<file path="config.mk">
export PLATFORM = sky130hd
export DESIGN_NAME = pf_lanectrl_pause_gen
export DESIGN_NICKNAME = d
export VERILOG_FILES = /design/src/rtl/pf_lanectrl_pause_gen.sv
export SDC_FILE = /design/constraint.sdc
export NUM_CORES = 1
export LEC_CHECK = 0
export CAP_MARGIN = 25
export CORE_MARGIN = 1
export CORE_UTILIZATION = 54
export CTS_BUF_LIST = sky130_fd_sc_hd__clkbuf_8
export DETAILED_ROUTE_END_ITERATION = 10
export PLACE_DENSITY = 0.95
export SLEW_MARGIN = 30
export SYNTH_ARGS = -nofsm -noshare
export SYNTH_HDL_FRONTEND = slang
export SYNTH_SLANG_ARGS = --single-unit
</file>
<file path="constraint.sdc">
create_clock -name CLK -period 3.04 [get_ports CLK]
set_input_delay 0.912 -clock CLK [delete_from_list [all_inputs] [get_ports CLK]]
set_output_delay 0.912 -clock CLK [all_outputs]
set_load 0.05 [all_outputs]
</file>
<file path="src/rtl/pf_lanectrl_pause_gen.sv">
// Initiator side of the lane-controller clock-pause protocol: wraps each delay-code update in a
// pause window long enough to cover the lane pause synchronizer, then acknowledges after a guard.
module pf_lanectrl_pause_gen #(
  parameter int unsigned SETUP_CYC = 2,
  parameter int unsigned HOLD_CYC  = 2,
  parameter int unsigned GUARD_CYC = 4,
  parameter int unsigned CODE_W    = 8,
  parameter int unsigned CNT_W     = 4
) (
  input  logic              CLK,
  input  logic              RESET,
  input  logic              PAUSE_EN,
  input  logic              UPDATE_REQ,
  input  logic [CODE_W-1:0] UPDATE_CODE_IN,
  output logic              HS_IO_CLK_PAUSE,
  output logic              UPDATE_STROBE,
  output logic [CODE_W-1:0] UPDATE_CODE_OUT,
  output logic              BUSY,
  output logic              UPDATE_ACK,
  output logic [7:0]        UPDATE_CNT
);

  typedef enum logic [2:0] {
    StIdle,
    StSetup,
    StStrobe,
    StHold,
    StGuard,
    StAck
  } state_e;

  localparam logic [CNT_W-1:0] SetupLoad = CNT_W'(SETUP_CYC - 1);
  localparam logic [CNT_W-1:0] HoldLoad  = CNT_W'(HOLD_CYC - 1);
  localparam logic [CNT_W-1:0] GuardLoad = CNT_W'(GUARD_CYC - 1);

  state_e            state_q;
  logic [CNT_W-1:0]  cnt_q;
  logic              armed_q;
  logic              mode_q;
  logic              pause_q;
  logic              strobe_q;
  logic              busy_q;
  logic              ack_q;
  logic [CODE_W-1:0] code_q;
  logic [7:0]        upd_cnt_q;

  always_ff @(posedge CLK) begin
    if (RESET) begin
      state_q   <= StIdle;
      cnt_q     <= '0;
      armed_q   <= 1'b1;
      mode_q    <= 1'b0;
      pause_q   <= 1'b0;
      strobe_q  <= 1'b0;
      busy_q    <= 1'b0;
      ack_q     <= 1'b0;
      code_q    <= '0;
      upd_cnt_q <= '0;
    end else begin
      strobe_q <= 1'b0;
      ack_q    <= 1'b0;
      // Re-arm only after the requester has visibly dropped REQ, so a held REQ cannot retrigger.
      if (!UPDATE_REQ) begin
        armed_q <= 1'b1;
      end
      unique case (state_q)
        StIdle: begin
          if (UPDATE_REQ && armed_q) begin
            armed_q <= 1'b0;
            code_q  <= UPDATE_CODE_IN;
            mode_q  <= PAUSE_EN;
            busy_q  <= 1'b1;
            if (PAUSE_EN) begin
              state_q <= StSetup;
              cnt_q   <= SetupLoad;
              pause_q <= 1'b1;
            end else begin
              state_q  <= StStrobe;
              cnt_q    <= '0;
              strobe_q <= 1'b1;
            end
          end
        end
        StSetup: begin
          if (cnt_q == '0) begin
            state_q  <= StStrobe;
            cnt_q    <= '0;
            strobe_q <= 1'b1;
          end else begin
            cnt_q <= cnt_q - 1'b1;
          end
        end
        StStrobe: begin
          if (mode_q) begin
            state_q <= StHold;
            cnt_q   <= HoldLoad;
          end else begin
            state_q   <= StAck;
            cnt_q     <= '0;
            ack_q     <= 1'b1;
            upd_cnt_q <= upd_cnt_q + 8'd1;
          end
        end
        StHold: begin
          if (cnt_q == '0) begin
            state_q <= StGuard;
            cnt_q   <= GuardLoad;
            pause_q <= 1'b0;
          end else begin
            cnt_q <= cnt_q - 1'b1;
          end
        end
        StGuard: begin
          if (cnt_q == '0) begin
            state_q   <= StAck;
            cnt_q     <= '0;
            ack_q     <= 1'b1;
            upd_cnt_q <= upd_cnt_q + 8'd1;
          end else begin
            cnt_q <= cnt_q - 1'b1;
          end
        end
        StAck: begin
          state_q <= StIdle;
          busy_q  <= 1'b0;
        end
        default: begin
          state_q <= StIdle;
          cnt_q   <= '0;
          pause_q <= 1'b0;
          busy_q  <= 1'b0;
        end
      endcase
    end
  end

  assign HS_IO_CLK_PAUSE = pause_q;
  assign UPDATE_STROBE   = strobe_q;
  assign UPDATE_CODE_OUT = code_q;
  assign BUSY            = busy_q;
  assign UPDATE_ACK      = ack_q;
  assign UPDATE_CNT      = upd_cnt_q;

endmodule

</file>
==> summary.md, run 1 <==
| Metric | Value |
|---|---|
| Routed wl met2 | 1.71 mm |
| Clock Skew | 3.19 ps |
| FMAX | 0.400 GHz |
| Slew margin rel. | 0.535 |
| GPL Wtd Cong | 0.880 |
| Hold Crit Class | reg -> reg |
| Yosys cell types | 38 |
| Worst-path cell chain | clkdlybuf4s50_1 |
| Clk sinks | 29 |
| Ys async rst share | 0 |
| Post-route cell area | 0.00173 mm2 |
| Unrepaired setup endpoints after global routing | no |
| Vias | 1385 |
| Finished Core Util | 0.769 |
| Port Buffers | 31 |
| CP Max Fanout | 8 |
| Fillers | 152 |
| Final setup vio count | 0 |
| Max cap viols | 0 |
| Core area | 0.00225 mm2 |
| CTS tree | yes |
| Initial antenna violation count | 0 |
| Number of vias per cell | 6.13 |
| FF-to-FF setup slack | 1000 ps |
| Hold_sp | UPDATE_CODE_OUT[6] |
| Actual slew at the worst max-slew pin | 695 ps |
| Overall routed net length | 3.39 mm |
| Worst-skew pair later-pin latency | 280 ps |
| Status | finished, final reports clean |
| Post-DP HPWL | 2.21 mm |
| Largest area contributor in the netlist | dfxtp_1 |
| EDFF count, synth | 0 |
| Largest net degree at the start of global routing | 22 |
| Worst Hold Depth | 2 |
| Final TNS setup | 0 ps |
| Post-CTS setup repair buffer count | 0 |
| TritonRoute pass-1 iters | 4 |
| Startpoint Class | register |
| Gate power share | 0.429 |
| DRT antenna net count | 0 |
| Clock Path Buffers | 2 |
| Hold Path Sink | UPDATE_CODE_OUT[6] |
| Syn Std Cell Area | 0.00133 mm2 |
| R2R cell count | 4 |
| Chip height | 51.5 um |
| Seq/Total Area, Yosys | 0.438 |
| Mapped Cells | 167 |
| DR WL/cell | 15.0 um |
| Post_cts resized | 0 |
| Gr usage total | 0.289 |
| Clock transition at path regs | 60 ps |
| Min Tclk post-route | 2500 ps |
| DRC violations left | 0 |
| Leakage | 0.642 nW |
| Critical setup path kind | reg -> out |
| Net Switching | 665 uW |
| CP Depth | 1 |
| Clk pwr share | 0.204 |
| Max incr delay on CP | 860 ps |
| Dpl cell area | 0.00165 mm2 |
| Synth area leaders | dfxtp_1 44%, a21oi_1 9.4%, nand2_1 7.9% |
| Most frequent cells after synthesis | 29 x dfxtp_1, 28 x nand2_1, 25 x a21oi_1, 15 x nor2_1 |
| Int Power | 871 uW |
| Yosys Warn Count | 0 |
| Starting density of the core | 0.588 |
| Seq pwr share | 0.366 |
| CP required | 2130 ps |
| Synthesized Nets | 180 |
| FF-to-FF Start | cnt_q[3] |
| Slowest stage cell, crit path | clkdlybuf4s50_1 |
| Average cell area after synthesis | 7.93 um2 |
| H-Tree Depth | 2 |
| Post-synth top flop | dfxtp_1 |
| Most common cell in the netlist | dfxtp_1 |
| Rows | 17 |
| Congestion Overflow GR | 0 |
| N_diodes | 0 |
| Io pins | 32 |
| Final hold violation count | 0 |
| DR iter-0 viols | 57 |
| Worst EP arrival | 1580 ps |
| Die Area | 0.00266 mm2 |
| Final cycle utilization of the critical path | 0.821 |
| Yosys reg bits | 29 |
| Share of post-route cells with drive strength above 1 | 0.0505 |
| Final Slew Violations | 0 |
| CTS root buffer | clkbuf_8 |
| P per Cell Area | 886 mW/mm2 |
| Hold-fix buffer count after cts | 0 |
| Worst r2r dst | UPDATE_CNT[7] |
| Area share of the largest cell type after synthesis | 0.438 |
| Number of global-route vias before repair | 1235 |
| WP buf/inv | 1 |
| Area delta synth->final | 30.8% |
| Met3 routed WL | 246 um |
| Delay-heaviest family, CP | buffers and inverters |
| Nets | 211 |
| Switching Fraction | 0.433 |
| CTS buffer count | 5 |
| Crit path capture type | output port |
| First-pass GRT wire length | 5.44 mm |
| Post-Route M1 WL | 1.32 mm |
| Top layer in use | met4 |
| Chip Width | 51.5 um |
| VDD IR max | 0.000795 V |
==> worst max path at each step <==
stage / start / endpoint
after global placement: UPDATE_REQ / HS_IO_CLK_PAUSE
final: UPDATE_CNT[2] / UPDATE_CNT[2]
after global routing: UPDATE_CNT[2] / UPDATE_CNT[2]
after CTS: UPDATE_CNT[2] / UPDATE_CNT[2]
after detailed placement: UPDATE_REQ / UPDATE_CODE_OUT[4]
after floorplan: UPDATE_REQ / UPDATE_STROBE
==> cells by family after synthesis <==
group	Yosys count	share of synthesized area
fa+ha+maj	1	0.00944
mux	1	0.00755
xor+xnor	1	0.00661
flops	29	0.438
buf+inv	14	0.0406
simple gates	70	0.268
compound gates	51	0.229
==> sequential cells by signal (all words and copies together) (netlist names) <==
signal / cells
BUSY: 1
HS_IO_CLK_PAUSE: 1
UPDATE_ACK: 1
UPDATE_CNT: 8
UPDATE_CODE_OUT: 8
UPDATE_STROBE: 1
armed_q: 1
cnt_q: 4
mode_q: 1
state_q: 3
==> worst register-to-register path, delay by kind of cell (launching register included) <==
kind / cells / cell delay [ps]
simple gates: 2 / 1070
compound gates: 2 / 510
flops: 1 / 390
==> per-stage QoR <==
step	total power [mW]	hold slack [ps]	cells	worst slack (ps)
floorplan	1.03	463	167	1340
detailed placement	1.21	451	219	635
global placement	1.19	442	219	704
finish	1.54	460	226	543
CTS	1.53	462	226	536
global route	1.62	468	226	489
==> final cells by class <==
type	count	area [um2]	area share
Timing Repair Buffer	32	318	0.183
Sequential cell	29	581	0.335
Clock buffer	6	82.6	0.0477
Multi-Input combinational cell	124	691	0.399
Clock inverter	1	3.75	0.00217
Tap cell	28	35.0	0.0202
Inverter	6	22.5	0.0130
==> cell usage in the layout, fill, tap and decap left out, types with 2 or more instances in the layout <==
| master | count |
|---|---|
| clkbuf_8 | 6 |
| and2_1 | 2 |
| o21ai_1 | 7 |
| dfxtp_1 | 29 |
| nand3b_1 | 2 |
| nand2_1 | 28 |
| o21ai_0 | 4 |
| o31ai_1 | 2 |
| inv_1 | 7 |
| a21oi_1 | 25 |
| nand2b_1 | 2 |
| a211o_1 | 2 |
| nor3_1 | 2 |
| clkdlybuf4s50_1 | 31 |
| or4_1 | 2 |
| or3_1 | 6 |
| nand3_1 | 3 |
| nor2_1 | 15 |
| a31oi_1 | 3 |
==> per-layer routing <==
layer,vias up,GRT usage
li1,656,-
met1,652,0.317
met2,62,0.491
met3,15,0.0906
met4,0,0.158
met5,-,0
==> power by group through the flow <==
stage / registers (mW) / logic (mW) / clock network [mW]
after floorplan: 0.681 / 0.349 / 0
after global placement: 0.559 / 0.627 / 0
after detailed placement: 0.565 / 0.644 / 0
after CTS: 0.559 / 0.659 / 0.317
after global routing: 0.573 / 0.716 / 0.328
final: 0.562 / 0.660 / 0.314
(Power assumes the default switching activity.)
==> run 2: changes to the inputs <==
Settings changed: CORE_UTILIZATION 54 to 46, PLACE_DENSITY 0.95 to 0.87.
Clock period 3.04 ns to 2 ns, I/O delays scaled along.
==> run 2 against run 1 <==
Global-route usage down 8.3 points; setup slack worse by 370 ps; die area up 17%; clock skew about the same; routed wire length down 6.7%; final cell count up 5.3%; clock power up 44%; via count down 4.4%; sequential power up 41%; largest power group unchanged; highest routed layer unchanged.
==> summary.md, run 2 (synthesis gave the netlist of run 1 again) <==
| Metric | Value |
|---|---|
| Hold Crit Class | reg -> reg |
| Clk pwr share | 0.192 (-0.012) |
| Largest net degree at the start of global routing | 19 (-14%) |
| WP buf/inv | 0 (-1) |
| Area of the multi-input gates | 691 um2 (unchanged) |
| Seq pwr share | 0.336 (-0.030) |
| Chip Width | 55.7 um (+8.0%) |
| Worst EP arrival | 2030 ps (+450 ps) |
| Most frequent cells in the layout | 29 x dfxtp_1, 29 x buf_4, 28 x nand2_1 |
| Fillers | 239 (+57%) |
| Crit path capture type | register |
| Vias | 1324 (-4.4%) |
| Min Tclk post-route | 1820 ps |
| H-Tree Depth | 2 (unchanged) |
| Hold-fix buffer count after cts | 0 (unchanged) |
| FF/Latch Area | 581 um2 (unchanged) |
| TritonRoute pass-1 iters | 4 (unchanged) |
| Startpoint Class | register |
| Share of post-route cells with drive strength above 1 | 0.188 (+0.138) |
| Clock Skew | 3.14 ps (-0.0493 ps) |
| Port Buffers | 31 (unchanged) |
| Die Area | 0.00310 mm2 (+17%) |
| Critical setup path kind | reg -> reg |
| Overall routed net length | 3.17 mm (-6.7%) |
| Post-DP HPWL | 2.24 mm (+1.2%) |
| Slowest stage cell, crit path | or4_1 |
| Congestion Overflow GR | 0 (unchanged) |
| Clock Path Buffers | 2 (unchanged) |
| Nets | 219 (+3.8%) |
| Int Power | 1.33 mW (+53%) |
| Worst-path cell chain | nor4_4 > a31oi_2 > or4_1 > a21oi_1 |
| Io pins | 32 (unchanged) |
| Final Slew Violations | 0 (unchanged) |
| Rows | 19 (+2) |
| Clk sinks | 29 (unchanged) |
| Gr usage total | 0.206 (-0.0830) |
| Area delta synth->final | 31.5% |
| Unrepaired setup endpoints after global routing | no |
| FMAX | 0.548 GHz |
| CTS tree | yes |
| Starting density of the core | 0.485 (-0.103) |
| Worst-skew pair later-pin latency | 280 ps (about the same) |
| Final hold violation count | 0 (unchanged) |
| Max cap viols | 0 (unchanged) |
| Switching Fraction | 0.435 (+0.00211) |
| GPL Wtd Cong | 0.816 (-7.3%) |
| VDD IR max | 0.000998 V (+25%) |
| Slew margin rel. | 0.607 (+0.0716) |
| Final TNS setup | 0 ps (unchanged) |
| Net Switching | 1.03 mW (+54%) |
| Final cycle utilization of the critical path | 0.912 |
| Post-route cell area | 0.00174 mm2 (+0.58%) |
| Final setup vio count | 0 (unchanged) |
| N_diodes | 0 (unchanged) |
| Initial antenna violation count | 0 (unchanged) |
| Post_cts resized | 0 (unchanged) |
| Dpl cell area | 0.00166 mm2 (+0.84%) |
| Actual slew at the worst max-slew pin | 588 ps (-107 ps) |
| Status | finished, final reports clean |
| Gate power share | 0.472 (+0.043) |
| DRT antenna net count | 0 (unchanged) |
| DR WL/cell | 13.3 um (-11%) |
| CP Max Fanout | 14 (+6) |
| Delay-heaviest family, CP | simple AND/OR/NAND/NOR gates |
| Max incr delay on CP | 560 ps (-300 ps) |
| Chip height | 55.7 um (+8.0%) |
| CTS buffer count | 5 (unchanged) |
| Clock transition at path regs | 60 ps (about the same) |
| Power Total | 2.36 mW (+53%) |
| Leakage | 0.720 nW (+12%) |
| DRC violations left | 0 (unchanged) |
| DR iter-0 viols | 47 (-18%) |
| Core area | 0.00273 mm2 (+21%) |
| CP required | 2210 ps (+80 ps) |
| First-pass GRT wire length | 5.03 mm (-7.5%) |
| CTS root buffer | clkbuf_8 |
| Number of vias per cell | 5.56 (-9.2%) |
| Post-CTS setup repair buffer count | 0 (unchanged) |
| P per Cell Area | 1350 mW/mm2 (+53%) |
| Number of global-route vias before repair | 1200 (-2.8%) |
==> run 2: worst paths after layout <==
kind                      startpoint                 end  slack, ps  depth (start not counted)
setup / recovery            cnt_q[3]       UPDATE_CNT[7]        180                          4
hold reg to reg   UPDATE_CODE_OUT[7]  UPDATE_CODE_OUT[7]        470                          2
hold / removal    UPDATE_CODE_OUT[7]  UPDATE_CODE_OUT[7]        470                          2
setup reg to reg            cnt_q[3]       UPDATE_CNT[7]        180                          4
==> run 2: metal layers <==
layer  GRT usage  wire length (um)
met1       0.238              1320
met2       0.339              1600
met3      0.0744               195
met4      0.0929                48
met5           0                 0
==> run 2: layout make-up <==
| type | instances | area share |
|---|---|---|
| clock buffer | 5 | 0.0395 |
| tap | 31 | 0.0223 |
| inverter | 6 | 0.0129 |
| multi-input combinational | 124 | 0.396 |
| timing repair buffer | 40 | 0.188 |
| clock inverter | 3 | 0.00790 |
| sequential | 29 | 0.333 |
==> run 2: worst register-to-register path, cell delays in order, from the launching register on <==
cell and delay (ps):
dfxtp_1 380, nor4_4 350, a31oi_2 300, or4_1 560
a21oi_1 160
==> run 2: power groups by stage <==
stage	Combinational, mW	Sequential, mW	Clock [mW]
after global routing	1.19	0.805	0.488
after global placement	1.06	0.791	0
after CTS	1.11	0.791	0.459
after floorplan	0.530	1.03	0
after detailed placement	1.09	0.802	0
final	1.11	0.792	0.453
==> run 2: stage by stage <==
step / std cells / util / setup slack, ps / hold WS [ps]
floorplan: 167 / - / 343 / 463
global placement: 230 / 0.607 / 146 / 448
detailed placement: 230 / 0.607 / 78.8 / 451
CTS: 238 / 0.638 / 215 / 465
global route: 238 / 0.638 / 79.5 / 484
finish: 238 / 0.638 / 176 / 465
